`src/rtl/alu_result_buf.sv`:
```
// Result buffer behind the two-cycle ALU: captures results into a FIFO,
// presents them over valid/ready, and issues credits so the ALU never overruns it.
module alu_result_buf #(
    parameter int unsigned DEPTH = 4,
    parameter int unsigned WIDTH = 32
) (
    input  logic                     clk,
    input  logic                     rst_n,
    input  logic                     issue_i,
    output logic                     credit_o,
    input  logic [WIDTH-1:0]         alu_f,
    input  logic                     alu_valid,
    output logic [WIDTH-1:0]         rdata,
    output logic                     rvalid,
    input  logic                     rready,
    output logic [$clog2(DEPTH):0]   count,
    output logic                     overflow
);

    localparam int unsigned PTR_W = $clog2(DEPTH);
    localparam int unsigned CNT_W = PTR_W + 1;
    localparam int unsigned INF_W = PTR_W + 2;
    localparam int unsigned SUM_W = INF_W + 1;

    logic [WIDTH-1:0] mem [DEPTH];
    logic [PTR_W-1:0] rptr;
    logic [PTR_W-1:0] wptr;
    logic [INF_W-1:0] inflight;

    logic             accepted_c;
    logic             pop_c;
    logic             push_c;
    logic             full_c;
    logic             ovf_set_c;
    logic [INF_W-1:0] inflight_nxt_c;
    logic [CNT_W-1:0] count_nxt_c;

    // Flow control and next-state terms, all derived from registered state
    always_comb begin
        accepted_c     = alu_valid && (inflight != '0);
        full_c         = (count == CNT_W'(DEPTH));
        rvalid         = (count != '0);
        rdata          = rvalid ? mem[rptr] : '0;
        pop_c          = rvalid && rready;
        push_c         = accepted_c && (!full_c || pop_c);
        credit_o       = (SUM_W'(count) + SUM_W'(inflight)) < SUM_W'(DEPTH);
        ovf_set_c      = (issue_i && !credit_o) || (accepted_c && full_c && !pop_c);
        count_nxt_c    = count + CNT_W'(push_c) - CNT_W'(pop_c);
        inflight_nxt_c = inflight + INF_W'(issue_i) - INF_W'(accepted_c);
        // accepted_c needs inflight != 0, so only the upper bound can wrap
        if ((inflight == '1) && issue_i && !accepted_c) begin
            inflight_nxt_c = inflight;
        end
    end

    // Control state; storage below is intentionally left unreset
    always_ff @(posedge clk or negedge rst_n) begin
        if (!rst_n) begin
            rptr     <= '0;
            wptr     <= '0;
            count    <= '0;
            inflight <= '0;
            overflow <= 1'b0;
        end else begin
            count    <= count_nxt_c;
            inflight <= inflight_nxt_c;
            if (push_c) begin
                wptr <= wptr + PTR_W'(1);
            end
            if (pop_c) begin
                rptr <= rptr + PTR_W'(1);
            end
            if (ovf_set_c) begin
                overflow <= 1'b1;
            end
        end
    end

    always_ff @(posedge clk) begin
        if (push_c) begin
            mem[wptr] <= alu_f;
        end
    end

endmodule
```
`config.mk`:
```
export PLATFORM = sky130hd
export DESIGN_NAME = alu_result_buf
export DESIGN_NICKNAME = d
export VERILOG_FILES = /design/src/rtl/alu_result_buf.sv
export SDC_FILE = /design/constraint.sdc
export NUM_CORES = 1
export LEC_CHECK = 0
export CAP_MARGIN = 20
export CORE_MARGIN = 2
export CORE_UTILIZATION = 55
export CTS_CLUSTER_SIZE = 30
export DETAILED_ROUTE_END_ITERATION = 6
export PLACE_DENSITY_LB_ADDON = 0.1
export SYNTH_ARGS = -nofsm -noshare
export SYNTH_HDL_FRONTEND = slang
export SYNTH_SLANG_ARGS = --single-unit
```
`constraint.sdc`:
```
create_clock -name clk -period 2.9 [get_ports clk]
set_input_delay 0.58 -clock clk [delete_from_list [all_inputs] [get_ports clk]]
set_output_delay 0.58 -clock clk [all_outputs]
set_load 0.05 [all_outputs]
```
==> metrics.md <==
| Metric | Value |
|---|---|
| Kind of end point of the critical path | `primary output` |
| Most Frequent Cell on Critical Path | `sky130_fd_sc_hd__buf_12` |
| Count of flip-flops with a built-in enable after synthesis | `approximately 130` |
| Async SR Flop Fraction | `8.571%` |
| Vertical die dimension | `105.5 um` |
| Run status | `completed` |
| Number of top-level pins | `75` |
| Number of antenna violations at the first check in global routing | `0` |
| Slowest-stage cell, CP | `sky130_fd_sc_hd__dfrtp_4` |
| Average instance area after synthesis | `between 20 and 25 sq um` |
| Residual antenna-violating net count after detailed routing | `0` |
| Startpoint types | `flip-flop` |
| Maximum number of pins on one net before global-route repair | `35` |
| Placer Congestion | `0.7826` |
| Share of the yosys chip area belonging to registers | `approximately three quarters` |
| Time the final worst path needs with I/O delays and setup | `2797 ps` |
| Count of warnings emitted by yosys | `0` |
| Global-route total usage across every layer | `roughly 20%` |
| Iteration-0 DRC Markers | `approximately 230` |
| Synth Net Count | `332` |
| Max transition margin | `41.52%` |
| Max-cap viol count | `0` |
| Cts-stage hold buffer count | `0` |
| Endpoints failing setup | `0` |
| Synthesized flop and latch total | `140` |
| Highest clock frequency the design can meet | `357.5 MHz` |
| Slew at the pin closest to its max-slew limit | `877.2 ps` |
| Worst path max stage delay | `580 ps` |
| CP Data Required Time | `2320 ps` |
| Area of the core region | `10140 sq um` |
| First-pass iteration count of the detailed router | `4` |
| Buffer levels on the longest clock path | `2` |
| Number of cell rows | `37` |
| Clock edge transition at the registers on the reported setup and hold paths | `~60 ps` |
| Half-perimeter wire length after placement | `5.853 mm` |
| Number of CTS-inserted buffers | `17` |
| Buffer cell driving the clock tree root | `sky130_fd_sc_hd__clkbuf_8` |
| Clock network latency to the later pin of the worst-skew pair | `roughly 500 ps` |
| Number of buffers inserted by port buffering | `between 70 and 80` |
| Area Overhead vs Synth | `30.20%` |
| Critical Path Fanout Max | `12` |
| Critical setup path kind | `reg2out` |
| Endpoint arrival time on the critical path | `2220 ps` |
| Final net count | `418` |
| Routed len/inst | `about 20 um` |
| Die width | `between 100 and 150 um` |
| Fin Setup TNS | `0 ps` |
| Most instantiated flip-flop cell in the synthesis netlist | `sky130_fd_sc_hd__edfxtp_1` |
| Final-report max-slew violation count | `0` |
| Vias per Instance | `5.366` |
| Portion of the clock cycle consumed by the worst path in the final layout | `a little over nine tenths` |
| Reg2reg setup slack | `between 300 and 400 ps` |
| Die footprint | `11120 sq um` |
| Remaining routing DRC violations | `0` |
| First-pass GRT wire length | `16.56 mm` |
| Final worst clock skew | `just over 9 ps` |
| Final hold violations | `0` |
| Number of cells produced by synthesis | `279` |
| Fraction of layout instances using a drive strength above 1 | `29.37%` |
| Synth unique cells | `30` |
| Path class of the lowest-slack min-delay path | `in2async` |
| Aggregate routed wire length | `10.35 mm` |
| Total number of vias | `2758` |
| Depth of the CTS H-tree | `4` |
| Initial Util | `55.86%` |
| Antenna diode instance count | `0` |
| Synthesized cell area | `between 5000 and 6000 sq um` |
| Critical path, cell by cell | `buf_12 > mux4_2 > and2_1 > buf_12` |
| Clk sinks | `140` |
| Unrepaired setup endpoints after global routing | `no` |
| Vias in the first global route | `2916` |
| Global route total overflow | `0` |
| Clock tree from TritonCTS | `yes` |
synth_stat cells (2+ instances only):
cell type | number | area (sq um)
sky130_fd_sc_hd__and2_1 | 38 | 237.7
sky130_fd_sc_hd__buf_2 | 4 | 20.02
sky130_fd_sc_hd__buf_6 | 4 | 45.04
sky130_fd_sc_hd__clkbuf_1 | 5 | 18.77
sky130_fd_sc_hd__dfrtp_1 | 12 | 300.3
sky130_fd_sc_hd__edfxtp_1 | 128 | 3844
sky130_fd_sc_hd__fa_1 | 2 | 40.04
sky130_fd_sc_hd__ha_1 | 14 | 175.2
sky130_fd_sc_hd__inv_1 | 13 | 48.80
sky130_fd_sc_hd__mux4_2 | 32 | 720.7
sky130_fd_sc_hd__nand2b_1 | 2 | 12.51
sky130_fd_sc_hd__nand3_1 | 2 | 10.01
sky130_fd_sc_hd__nor4b_1 | 2 | 17.52
sky130_fd_sc_hd__xnor2_1 | 5 | 43.79
cell families after synthesis:
group                      after synthesis  share of synthesized area, %
and+or+nand+nor                         52                         5.855
buffers and inverters                   26                         2.342
AOI/OAI and AO/OA                        5                        0.7293
xor gates and xnor gates                 6                        0.9280
adders and majority gates               16                         3.800
DFF                                    140                         73.18
muxes                                   34                         13.17
layout make-up:
class,count,area (sq um)
sequential,140,4149
fill,602,2765
multi-input combinational,113,1391
timing repair buffer,80,1026
clock buffer,19,431.7
tap,136,170.2
clock inverter,13,156.4
inverter,13,48.80
per-layer routing:
| layer | global-route usage, % | routed length (um) | share of wire (%) |
|---|---|---|---|
| met1 | 27.98 | 4538 | 44 |
| met2 | 32.26 | 5263 | 51 |
| met3 | 6.184 | 493 | 4.8 |
| met4 | 4.857 | 55 | 0.53 |
| met5 | 0 | 0 | 0 |
state kept, by name, summed over array words and instances (netlist names):
signal,flops
mem,128
inflight,4
count,3
rptr,2
wptr,2
overflow,1
layout by cell type, fill, tap and decap left out, drive strengths merged, types with 2 or more instances in the layout:
master,n
edfxtp,128
clkdlybuf4s50,40
buf,40
and2,38
mux4,32
clkbuf,19
inv,18
ha,14
dfrtp,12
xnor2,5
clkinv,4
nor4b,2
nand2b,2
nand3,2
fa,2
clkinvlp,2
bufinv,2
repair_timing:
action,in CTS,in global routing
setup endpoints to repair,3,0
setup buffers,0,0
gates resized for setup,1,0
final timing paths:
path	startpoint	to	cells past startpoint
min	rst_n	overflow$_DFFE_PN0P_	1
max	rptr[0]$_DFFE_PN0N_	rdata[0]	4
max in group asynchronous	rst_n	rptr[0]$_DFFE_PN0N_	1
max reg2reg	inflight[2]$_DFFE_PN0N_	inflight[2]$_DFFE_PN0N_	10
min in group clk	overflow$_DFFE_PN0P_	overflow$_DFFE_PN0P_	1
min reg2reg	overflow$_DFFE_PN0P_	overflow$_DFFE_PN0P_	1
critical path, delay by kind of cell (launching register included):
family / cells / cell delay [ps]
flip-flops: 1 / 580
multiplexers: 1 / 560
AND/OR/NAND/NOR: 1 / 210
buffers and inverters: 2 / 350
stage by stage:
step	util, %	hold slack [ps]	cell area [sq um]	setup WS [ps]	std cells
floorplan	-	284.4	5663	128.4	279
global placement	66.90	490.0	6783	27.14	482
detailed placement	66.90	488.2	6783	23.78	482
finish	72.73	446.3	7373	102.5	514
CTS	72.73	444.4	7373	55.50	514
global route	72.73	460.3	7373	15.92	514
Power is not shown: default switching activity piles up to over one toggle a cycle in this logic, so the estimate is an artifact.
